==> src/rtl/display_pkg.sv <==
// Shared display definitions: raster timing constants, pixel type and buffer select encoding.
// Used by both the line-buffer writer and the scan-out side.
package display_pkg;

  localparam int DATA_W   = 8;
  localparam int ADDR_W   = 7;

  localparam int H_ACTIVE = 100;
  localparam int H_FP     = 4;
  localparam int H_SYNC   = 8;
  localparam int H_BP     = 8;
  localparam int H_TOTAL  = H_ACTIVE + H_FP + H_SYNC + H_BP;

  localparam int V_ACTIVE = 100;
  localparam int V_FP     = 2;
  localparam int V_SYNC   = 2;
  localparam int V_BP     = 4;
  localparam int V_TOTAL  = V_ACTIVE + V_FP + V_SYNC + V_BP;

  localparam int H_CNT_W  = $clog2(H_TOTAL);
  localparam int V_CNT_W  = $clog2(V_TOTAL);

  typedef struct packed {
    logic [DATA_W-1:0] r;
    logic [DATA_W-1:0] g;
    logic [DATA_W-1:0] b;
  } rgb888_t;

  typedef enum logic {
    SEL_BUF1 = 1'b0,
    SEL_BUF2 = 1'b1
  } sel_e;

endpackage

==> src/rtl/raster_timing.sv <==
// Free-running horizontal/vertical raster counters with raw (undelayed, active-high)
// data-enable and sync flags decoded straight from the counters.
module raster_timing
  import display_pkg::*;
(
  input  logic               clock,
  input  logic               reset,
  output logic [H_CNT_W-1:0] h_cnt,
  output logic [V_CNT_W-1:0] v_cnt,
  output logic               de,
  output logic               hsync,
  output logic               vsync
);

  localparam logic [H_CNT_W-1:0] H_LAST = H_CNT_W'(H_TOTAL - 1);
  localparam logic [V_CNT_W-1:0] V_LAST = V_CNT_W'(V_TOTAL - 1);
  localparam logic [H_CNT_W-1:0] H_ACT  = H_CNT_W'(H_ACTIVE);
  localparam logic [V_CNT_W-1:0] V_ACT  = V_CNT_W'(V_ACTIVE);
  localparam logic [H_CNT_W-1:0] H_SS   = H_CNT_W'(H_ACTIVE + H_FP);
  localparam logic [H_CNT_W-1:0] H_SE   = H_CNT_W'(H_ACTIVE + H_FP + H_SYNC);
  localparam logic [V_CNT_W-1:0] V_SS   = V_CNT_W'(V_ACTIVE + V_FP);
  localparam logic [V_CNT_W-1:0] V_SE   = V_CNT_W'(V_ACTIVE + V_FP + V_SYNC);

  always_ff @(posedge clock) begin
    if (reset) begin
      h_cnt <= '0;
      v_cnt <= '0;
    end else if (h_cnt == H_LAST) begin
      h_cnt <= '0;
      v_cnt <= (v_cnt == V_LAST) ? '0 : v_cnt + 1'b1;
    end else begin
      h_cnt <= h_cnt + 1'b1;
    end
  end

  assign de    = (h_cnt < H_ACT) && (v_cnt < V_ACT);
  assign hsync = (h_cnt >= H_SS) && (h_cnt < H_SE);
  assign vsync = (v_cnt >= V_SS) && (v_cnt < V_SE);

endmodule

==> src/rtl/scan_out.sv <==
// Ping-pong line-buffer scan-out: per-line read/starve FSM, buffer read port drive,
// 2-stage alignment of de/sync with the 1-cycle buffer read, and black fill on underflow.
module scan_out
  import display_pkg::*;
(
  input  logic              clock,
  input  logic              reset,
  input  logic [DATA_W-1:0] red_pix1,
  input  logic [DATA_W-1:0] green_pix1,
  input  logic [DATA_W-1:0] blue_pix1,
  input  logic [DATA_W-1:0] red_pix2,
  input  logic [DATA_W-1:0] green_pix2,
  input  logic [DATA_W-1:0] blue_pix2,
  input  logic [1:0]        line_ready,
  output logic              RE1,
  output logic              RE2,
  output logic [ADDR_W-1:0] Addr1,
  output logic [ADDR_W-1:0] Addr2,
  output logic [1:0]        line_done,
  output logic [DATA_W-1:0] red_out,
  output logic [DATA_W-1:0] green_out,
  output logic [DATA_W-1:0] blue_out,
  output logic              de_out,
  output logic              hsync_n,
  output logic              vsync_n,
  output logic              underflow
);

  typedef enum logic [1:0] {
    S_WAIT   = 2'd0,
    S_READ   = 2'd1,
    S_STARVE = 2'd2
  } state_e;

  localparam logic [H_CNT_W-1:0] H_LAST_ACT = H_CNT_W'(H_ACTIVE - 1);
  localparam logic [V_CNT_W-1:0] V_ACT      = V_CNT_W'(V_ACTIVE);

  function automatic rgb888_t pick_pixel(input logic show, input sel_e s,
                                         input rgb888_t p1, input rgb888_t p2);
    if (!show) return '0;
    return (s == SEL_BUF2) ? p2 : p1;
  endfunction

  logic [H_CNT_W-1:0] h_cnt;
  logic [V_CNT_W-1:0] v_cnt;
  logic               de_p0, hs_p0, vs_p0;
  state_e             state;
  sel_e               sel;
  logic               line_start, ready_sel, line_end, reading, starve_p0;

  raster_timing u_timing (
    .clock (clock),
    .reset (reset),
    .h_cnt (h_cnt),
    .v_cnt (v_cnt),
    .de    (de_p0),
    .hsync (hs_p0),
    .vsync (vs_p0)
  );

  // Stage p0: line decision and read port drive, same cycle as h_cnt.
  // The decision at h_cnt==0 must already drive RE for pixel 0, so it is decoded here
  // rather than waiting for the state register; reset gates it so RE is 0 while held.
  assign line_start = (state == S_WAIT) && (h_cnt == '0) && (v_cnt < V_ACT) && !reset;
  assign ready_sel  = (sel == SEL_BUF2) ? line_ready[1] : line_ready[0];
  assign line_end   = (h_cnt == H_LAST_ACT);
  assign reading    = (state == S_READ) || (line_start && ready_sel);
  assign starve_p0  = (state == S_STARVE) || (line_start && !ready_sel);

  assign RE1   = reading && (sel == SEL_BUF1);
  assign RE2   = reading && (sel == SEL_BUF2);
  assign Addr1 = RE1 ? h_cnt[ADDR_W-1:0] : '0;
  assign Addr2 = RE2 ? h_cnt[ADDR_W-1:0] : '0;

  always_ff @(posedge clock) begin
    if (reset) begin
      state     <= S_WAIT;
      sel       <= SEL_BUF1;
      line_done <= '0;
      underflow <= 1'b0;
    end else begin
      line_done <= '0;
      unique case (state)
        S_WAIT: begin
          if (line_start) begin
            if (ready_sel) begin
              state <= S_READ;
            end else begin
              state     <= S_STARVE;
              underflow <= 1'b1;
            end
          end
        end
        S_READ: begin
          if (line_end) begin
            line_done <= (sel == SEL_BUF2) ? 2'b10 : 2'b01;
            sel       <= (sel == SEL_BUF2) ? SEL_BUF1 : SEL_BUF2;
            state     <= S_WAIT;
          end
        end
        S_STARVE: begin
          if (line_end) state <= S_WAIT;
        end
        default: state <= S_WAIT;
      endcase
    end
  end

  // Stage p1: buffer data arrives; carry de/sync/select/starve alongside it.
  logic    vld_p1, hs_p1, vs_p1, starve_p1;
  sel_e    sel_p1;
  rgb888_t pix_p1;

  always_ff @(posedge clock) begin
    if (reset) begin
      vld_p1    <= 1'b0;
      hs_p1     <= 1'b0;
      vs_p1     <= 1'b0;
      starve_p1 <= 1'b0;
      sel_p1    <= SEL_BUF1;
    end else begin
      vld_p1    <= de_p0;
      hs_p1     <= hs_p0;
      vs_p1     <= vs_p0;
      starve_p1 <= starve_p0;
      sel_p1    <= sel;
    end
  end

  always_comb begin
    pix_p1 = pick_pixel(vld_p1 && !starve_p1, sel_p1,
                        rgb888_t'({red_pix1, green_pix1, blue_pix1}),
                        rgb888_t'({red_pix2, green_pix2, blue_pix2}));
  end

  // Stage p2: registered display outputs, 2 cycles behind h_cnt.
  always_ff @(posedge clock) begin
    if (reset) begin
      red_out   <= '0;
      green_out <= '0;
      blue_out  <= '0;
      de_out    <= 1'b0;
      hsync_n   <= 1'b1;
      vsync_n   <= 1'b1;
    end else begin
      red_out   <= pix_p1.r;
      green_out <= pix_p1.g;
      blue_out  <= pix_p1.b;
      de_out    <= vld_p1;
      hsync_n   <= !hs_p1;
      vsync_n   <= !vs_p1;
    end
  end

endmodule
==> config.mk <==
export PLATFORM = sky130hd
export DESIGN_NAME = scan_out
export DESIGN_NICKNAME = d
export VERILOG_FILES = /design/src/rtl/display_pkg.sv /design/src/rtl/raster_timing.sv /design/src/rtl/scan_out.sv
export SDC_FILE = /design/constraint.sdc
export NUM_CORES = 1
export LEC_CHECK = 0
export ABC_AREA = 1
export BUFFER_PORTS_ARGS = -buffer_cell sky130_fd_sc_hd__buf_2
export CAP_MARGIN = 30
export CORE_MARGIN = 3
export CORE_UTILIZATION = 35
export DETAILED_ROUTE_END_ITERATION = 12
export PLACE_DENSITY_LB_ADDON = 0.25
export REMOVE_ABC_BUFFERS = 1
export SLEW_MARGIN = 5
export SYNTH_ARGS = -nofsm -noshare
export SYNTH_HDL_FRONTEND = slang
export SYNTH_SLANG_ARGS = --single-unit
==> constraint.sdc <==
create_clock -name clock -period 3.3 [get_ports clock]
set_input_delay 0.165 -clock clock [delete_from_list [all_inputs] [get_ports clock]]
set_output_delay 0.165 -clock clock [all_outputs]
set_load 0.02 [all_outputs]
## Yosys cells after proc, flatten, opt, wreduce, memory -nomap -nowiden

Index checks and enable logic that the tools add are counted.
Widths: inputs -> output; s select.

| storage, ports and cells | value |
|---|---|
| output and inout port bits | 46 |
| ROM bits | 0 |
| memories kept | 0 |
| flip-flop bits (word level) | 52 |
| logic and storage cells | 75 |
| input bits | 52 |
| bits in latches | 0 |
| memory bits (writable) | 0 |

| cells by class | value |
|---|---|
| multiplexer cells | 11 |
| add/sub/neg operators | 2 |
| shift-type cells | 0 |
| multiply operators | 0 |
| divide/modulo/power cells | 0 |
| reduce and logical (&&, ||, !) cells | 27 |
| order comparisons | 6 |
| equal/unequal tests | 7 |
| bitwise operators | 5 |

Operators with widths:

| kind | count |
|---|---|
| $lt 7x7->1 const B | 4 |
| $mux 24 | 1 |
| $eq 7x7->1 const B | 3 |
| $mux 7 | 3 |
| $add 7x1->7 const B | 2 |
| $ge 7x7->1 const B | 2 |
| $logic_and 1x1->1 | 11 |
| $mux 2 | 4 |
| $logic_not 7->1 | 1 |
| $reduce_or 2->1 | 3 |
| $logic_not 1->1 | 5 |
| $not 1->1 | 5 |
| $pmux 2 s2 | 1 |
| $reduce_and 2->1 | 2 |
| $reduce_and 3->1 | 1 |
| $reduce_or 3->1 | 1 |
| $eq 2x1->1 const B | 1 |
| $eq 2x2->1 const B | 1 |
| $logic_not 2->1 | 1 |
| $logic_or 1x1->1 | 2 |
| $mux 1 | 2 |
| $ne 2x1->1 const B | 1 |
| $ne 2x2->1 const B | 1 |

## Depth between registers and ports, before layout

Gate-level depths: netlist of run 1.

| logic depth | value |
|---|---|
| depth after elaboration | 8 |
| depth in mapped cells | 9 |
| depth with buffers taken out | 9 |

## Hierarchy

Synthesis of run 1 repeated with hierarchy kept, for this count alone.

| unflattened totals | value |
|---|---|
| cells, all modules | 313 |
| area total of the unflattened synthesis | 2277.2 µm² |

By module, submodules not included:

| module | area an instance (µm²) | cells each | times used | sequential area each (µm²) |
|---|---|---|---|---|
| scan_out | 1540.2 | 203 | 1 | 760.7 |
| raster_timing | 737.0 | 110 | 1 | 280.3 |

## Least setup slack after synthesis of run 1

Ideal clock, no wire load.

| timing | value |
|---|---|
| path kind | register to output |
| from | reg state[0] |
| to | out Addr1[0] |
| path slack | 1688 ps |
| cell stages (with the launch flop) | 9 |
| required time | 3135 ps |
| buffers on the path | 0 |
| data arrival time | 1447 ps |
| path through | dfxtp_1 inv_1 ha_1 nand2_2 nor2_4 nand3_4 o21ai_4 nand2_4 nor2_1 |

| between the ends | value |
|---|---|
| cells in the longest elaborated chain, start to end | 8 |
| elaborated cells on any way between the ends | 9 |
| those cells by class | eq/ne (1); mux (1); reduce/logical (7) |

Ends and longest elaborated chain:

| element | RTL line | source |
|---|---|---|
| from (decl) | scan_out.sv:47 | `state_e state;` |
| from (signal assigned) | scan_out.sv:77 | `state <= S_WAIT;` |
| from (signal assigned) | scan_out.sv:87 | `state <= S_READ;` |
| from (signal assigned) | scan_out.sv:89 | `state <= S_STARVE;` |
| $logic_not 2->1 | scan_out.sv:64 | `assign line_start = (state == S_WAIT) && (h_cnt == '0) && (v_cnt < V_ACT) && !reset;` |
| $logic_and 1x1->1 (3 in series) | scan_out.sv:64 |  |
| $logic_and 1x1->1 | scan_out.sv:67 | `assign reading = (state == S_READ) \|\| (line_start && ready_sel);` |
| $logic_or 1x1->1 * | scan_out.sv:67 |  |
| $logic_and 1x1->1 * | scan_out.sv:70 | `assign RE1 = reading && (sel == SEL_BUF1);` |
| $mux 7 * | scan_out.sv:72 | `assign Addr1 = RE1 ? h_cnt[ADDR_W-1:0] : '0;` |
| to (decl) | scan_out.sv:17 | `output logic [ADDR_W-1:0] Addr1,` |

Every way passes the cells marked *; elsewhere a longest branch is shown, timed or not.

## Worst setup path in the final report of run 1

| timing | value |
|---|---|
| from | reg state[0] |
| to | out Addr1[4] |

Same word-level chain as after synthesis.

==> flow_metrics.py, run 1 <==
metrics = {
    "status": {
        "status": "finished, final reports clean",
    },
    "cts": {
        "post-cts-setup-buffer-count": 0,
        "clkLatencyLatePin_ps": 300,
        "cts_buffers": 5,
        "hold_buffers": 0,
        "cts-resized-gates": 0,
        "path_clk_slew_ps": 90,
        "cts_tree": "done",
        "h-tree-depth": 2,
        "cts_root_buf": "clkbuf_8",
        "cts_sinks": 52,
        "clk_path_buf_depth": 2,
    },
    "die": {
        "die_area_mm2": 0.00725,
        "fp.dieH_um": 85.2,
        "ios": 98,
        "die_x_um": 85.2,
        "initial_utilization_pct": 36.6,
        "rows": 28,
        "coreArea_mm2": 0.00599,
    },
    "yosys": {
        "yosys_warnings": 0,
        "ys_seq_elements": 52,
        "syn_area_per_cell_um2": 7.67,
        "seq_area_frac_synth_pct": 47.5,
        "synth.cell_area_mm2": 0.00219,
        "yosys.cell_types.count": 30,
        "synth_flop_cell": "dfxtp_1",
        "syn_inst": 286,
        "synthArstFlopShare_pct": 0,
        "synth_edf_count": 0,
    },
    "critical_path": {
        "critPathMaxStageDelay_ps": 330,
        "reg2reg_depth": 8,
        "critPathCaptureType": "output port",
        "crit_fanout": 8,
        "crit_arrival_ps": 1810,
        "timing.setup.critical_path_class": "flop to output port",
        "crit_family": "simple AND/OR/NAND/NOR gates",
        "path_depth": 9,
        "crit_buf_inv": 2,
        "crit_slowest_cell": "dfxtp_1",
        "start_kind": "flop",
        "path_cells": "inv_1, ha_1, nand2_2, nor2_4, nand3_4, o21ai_4, nand2_4, nor2_1, buf_2",
        "crit_required_ps": 3130,
    },
    "timing": {
        "relSlewSlack_pct": 47.1,
        "maxSlewViolCount": 0,
        "worstMarginPinSlew_ps": 792,
        "fin_crit_ps": 1980,
        "setup_viol": 0,
        "finClkSkew_ps": 5.03,
        "timing.fmax_mhz": 506,
        "setup_ws_ps": 1320,
        "post-route-period-util_pct": 59.9,
        "holdWs_ps": 105,
        "timing_hold_violations_final": 0,
        "rsz0062_at_grt": "false",
        "finalSetupTns_ps": 0,
    },
    "power_and_ir_drop": {
        "clock_power_share_pct": 34.0,
        "p_leak_uw": 0.00142,
        "pwr-share-comb_pct": 12.8,
        "vdd_drop_max_mv": 0.181,
        "switching_power_uw": 298,
        "seqPwrFrac_pct": 53.2,
        "power_density_mw_per_mm2": 434,
        "switching_share_pct": 24.1,
        "p_int_uw": 938,
    },
    "global_route": {
        "grt_max_degree": 26,
        "overflow": 0,
        "grt_pass1_wl_mm": 8.87,
        "grt_pass1_vias": 1990,
        "grt_usage_pct": 14.5,
        "antenna_found_initial": 0,
    },
    "final_layout": {
        "postLayoutCellArea_mm2": 0.00285,
        "area_delta_synth_final_pct": 29.9,
        "final_util_pct": 47.6,
        "diodes": 0,
        "nets": 441,
        "drive_above_1_share_pct": 33.3,
        "fillers": 623,
    },
    "place": {
        "gp_congestion": 0.782,
        "portBuffers": 97,
        "place_ws_ps": 1630,
        "placed_area_mm2": 0.00274,
        "hpwl_mm": 3.88,
    },
    "drt": {
        "wl_mm": 5.10,
        "post_drt_wl_per_cell_um": 11.1,
        "final_antenna_net_count": 0,
        "firstDrtPassIters": 4,
        "via_per_inst": 4.55,
        "drt_iter0_drc": 41,
        "vias": 2088,
        "drc_errors": 0,
    },
    "run": {
        "drv_cap": 0,
    },
    "hold_path": {
        "hold_path_class": "input pin to flop",
        "hold_depth": 3,
    },
}
[power by group through the flow]
stage	Combinational [uW]	Sequential [uW]	Clock (uW)
finish	158	657	421
global placement	159	672	0
global route	176	660	455
CTS	161	657	437
detailed placement	160	672	0
floorplan	75.8	691	0
[cell usage after synthesis, types with 2 or more instances]
library cell / n / area [um2]
a21oi_1: 28 / 140
clkbuf_1: 7 / 26.3
dfxtp_1: 52 / 1040
ha_1: 6 / 75.1
inv_1: 24 / 90.1
inv_2: 4 / 15.0
nand2_1: 78 / 293
nand2_2: 3 / 18.8
nand2_4: 3 / 33.8
nand3_1: 6 / 30.0
nor2_1: 38 / 143
nor2_2: 4 / 25.0
nor2_4: 2 / 22.5
nor3_1: 3 / 15.0
nor3b_1: 3 / 22.5
nor4_1: 2 / 12.5
o21a_1: 2 / 15.0
o21ai_0: 8 / 40.0
o21ai_4: 2 / 32.5
[flip-flops by register name (all words and copies together), names as in the netlist, 2 cells and up]
signal,flops
state,2
green_out,8
u_timing.v_cnt,7
red_out,8
line_done,2
u_timing.h_cnt,7
blue_out,8
[tightest hold or removal path: stages]
cell	delay [ps]
buf_2	100
nand2_1	50
a21oi_1	50
[routing by layer]
layer,track usage [%],vias up,share of wire (%)
met2,22.8,88,42
li1,-,1088,-
met5,0,-,0
met1,19.3,907,45
met3,4.66,5,11
met4,3.74,0,0.94
[stage by stage]
stage / total power, uW / instances
2_1_floorplan: 767 / 278
3_5_place_dp: 833 / 451
4_1_cts: 1260 / 459
5_1_grt: 1290 / 459
6_report: 1240 / 459
3_3_place_gp: 831 / 451
[logic make-up (layout without fill, tap and decap cells)]
group	Yosys count	in the layout	synth area share [%]
xor gates and xnor gates	1	1	0.399
DFF	52	52	47.5
AOI/OAI and AO/OA	44	44	11.6
adders and majority gates	6	6	3.42
and+or+nand+nor	145	145	29.6
buffers and inverters	38	136	7.47
[worst paths after layout]
kind / startpoint / endpoint / slack (ps)
min: red_pix2[5] / red_out[5] / 100
max reg2reg: u_timing.h_cnt[0] / u_timing.v_cnt[0] / 1780
max: state[0] / Addr1[4] / 1320
min reg2reg: vs_p1 / vsync_n / 380
[layout make-up]
type	count	area, um2	share of cell area (%)
Sequential cell	52	1040	36.5
Clock buffer	6	72.6	2.55
Tap cell	75	93.8	3.29
Inverter	30	126	4.43
Clock inverter	2	35.0	1.23
Timing Repair Buffer	98	493	17.3
Multi-Input combinational cell	196	988	34.7
[layout by cell type (no fill, tap or decap), drive strengths merged]
master  netlist  layout
ha            6       6
dfxtp        52      52
xor2          1       1
bufinv        0       1
nand3         8       8
a31oi         1       1
inv          29      29
nand2        84      84
nor2         44      44
or2           1       1
o21bai        1       1
nor4          2       2
o21ai        11      11
a21oi        29      29
buf           1      98
clkinv        1       2
nor3          3       3
o21a          2       2
nor3b         3       3
clkbuf        7       6
Power figures use the tool's default switching activity.
==> run 2: changes to the inputs <==
==> constraint.sdc (replaced) <==
create_clock -name clock -period 1.7 [get_ports clock]
set_input_delay 0.085 -clock clock [delete_from_list [all_inputs] [get_ports clock]]
set_output_delay 0.085 -clock clock [all_outputs]
set_load 0.02 [all_outputs]
==> run 2 against run 1 <==
Effect of this change:
- the run now ends with setup timing left
- power rose by 89%
- combinational power rose by 140%
- sequential share of layout area decreased by 2.7 points
- register-to-register slack lost 1600 ps
- global-route usage rose by 0.79 points
- die area unchanged
- cell area is 8.6% higher
- worst setup slack got worse by 1400 ps
- clock skew grew 4.3 ps
- first-iteration DRC count is 12% higher
- critical path type unchanged
==> flow_metrics.py, run 2 (synthesized netlist as in run 1, its figures left out) <==
metrics = {
    "status": {
        "status": "complete, but fails checks",
        "violations": "setup timing",
    },
    "cts": {
        "cts_root_buf": "clkbuf_8",
        "cts_buffers": 5,
        "cts_sinks": 52,
        "h-tree-depth": 2,
        "clkLatencyLatePin_ps": 300,
        "clk_path_buf_depth": 2,
        "path_clk_slew_ps": 90,
        "hold_buffers": 0,
        "cts_tree": "done",
    },
    "global_route": {
        "grt_pass1_vias": 2080,
        "grt_pass1_wl_mm": 9.25,
        "overflow": 0,
        "grt_usage_pct": 15.3,
        "grt_max_degree": 25,
        "antenna_found_initial": 0,
    },
    "place": {
        "gp_congestion": 0.775,
        "hpwl_mm": 3.82,
        "placed_area_mm2": 0.00276,
        "portBuffers": 97,
    },
    "hold_path": {
        "hold_path_class": "input pin to flop",
    },
    "run": {
        "drv_cap": 0,
    },
    "die": {
        "rows": 28,
        "die_area_mm2": 0.00725,
        "die_x_um": 85.2,
        "coreArea_mm2": 0.00599,
        "initial_utilization_pct": 36.6,
        "fp.dieH_um": 85.2,
        "ios": 98,
    },
    "final_layout": {
        "diodes": 0,
        "postLayoutCellArea_mm2": 0.00310,
        "layout_commonest_cell": "buf_2",
        "nets": 454,
        "reg.largest.list": "blue_out (8), green_out (8), red_out (8)",
        "drive_above_1_share_pct": 42.8,
        "final_cell_mix": "81 x buf_2, 75 x nand2_1, 47 x dfxtp_1, 28 x a21oi_1, 27 x nor2_1",
        "area_delta_synth_final_pct": 41.2,
    },
    "timing": {
        "finClkSkew_ps": 9.37,
        "post-route-period-util_pct": 104,
        "worstMarginPinSlew_ps": 314,
        "finalSetupTns_ps": -612,
        "rsz0062_at_grt": "true",
        "holdWs_ps": 17.0,
        "timing_hold_violations_final": 0,
        "relSlewSlack_pct": 79.1,
        "setup_ws_ps": -61.8,
        "timing.fmax_mhz": 568,
        "maxSlewViolCount": 0,
        "fin_crit_ps": 1760,
        "setup_viol": 14,
    },
    "power_and_ir_drop": {
        "p_leak_uw": 0.00148,
        "vdd_drop_max_mv": 0.381,
        "power_uw": 2340,
        "power_density_mw_per_mm2": 755,
    },
    "critical_path": {
        "timing.setup.critical_path_class": "flop to output port",
        "crit_required_ps": 1620,
        "critPathCaptureType": "output port",
        "crit_arrival_ps": 1680,
        "rrSetupSlack_ps": 170,
        "start_kind": "flop",
        "crit_fanout": 8,
    },
    "drt": {
        "wl_mm": 5.45,
        "firstDrtPassIters": 4,
        "drt_iter0_drc": 46,
        "via_per_inst": 4.57,
        "final_antenna_net_count": 0,
        "post_drt_wl_per_cell_um": 11.6,
        "vias": 2158,
        "drc_errors": 0,
    },
}
## run 2: area by class of cell
class,count,area [um2]
clock buffer,6,72.6
clock inverter,2,16.3
fill,575,2890
inverter,30,130
multi-input combinational,196,1070
sequential,52,1050
tap,75,93.8
timing repair buffer,111,668
## run 2: final timing paths
| check | start | end | depth (start not counted) |
|---|---|---|---|
| worst max-delay path | state[1] | Addr2[5] | 9 |
| worst max register to register | u_timing.h_cnt[0] | u_timing.v_cnt[6] | 9 |
| worst min register to register | vs_p1 | vsync_n | 1 |
| worst min-delay path | red_pix2[5] | red_out[5] | 3 |
## run 2: what timing repair did
action | CTS | global route
resized for setup | 45 | 17
setup buffers | 9 | 2
pin swaps | 9 | 2
setup endpoints to repair | 16 | 16
hold endpoints to repair | 0 | 0
## run 2: report_power, final
| group | leakage, uW | switching (uW) | internal, uW | total, uW |
|---|---|---|---|---|
| registers | 0.000426 | 16.7 | 1260 | 1280 |
| clock network | 0.0000414 | 385 | 293 | 678 |
| logic | 0.00101 | 212 | 171 | 383 |
## run 2: metal layers
| metal | vias to the layer above | track usage (%) | share of wire (%) |
|---|---|---|---|
| met3 | 5 | 3.79 | 9.7 |
| met4 | 0 | 3.45 | 1.0 |
| met1 | 947 | 19.0 | 45 |
| met2 | 90 | 26.7 | 45 |
| met5 | - | 0 | 0 |
| li1 | 1116 | - | - |
## run 2: stage by stage
stage	cells	worst slack (ps)	util (%)
after floorplan	278	168	-
after global placement	453	151	46.0
after detailed placement	453	113	46.0
after CTS	470	-82.3	50.7
after global routing	472	-170	51.7
final	472	-61.8	51.7
## run 2: worst max-delay path, stage by stage, from the launching register on
cell and delay [ps]:
dfxtp_2 330, inv_2 80, ha_4 140, nand2_2 60, nor2_4 100, nand3_4 90, o21ai_4 180, nand2_4 140
nor2_2 120, buf_4 150
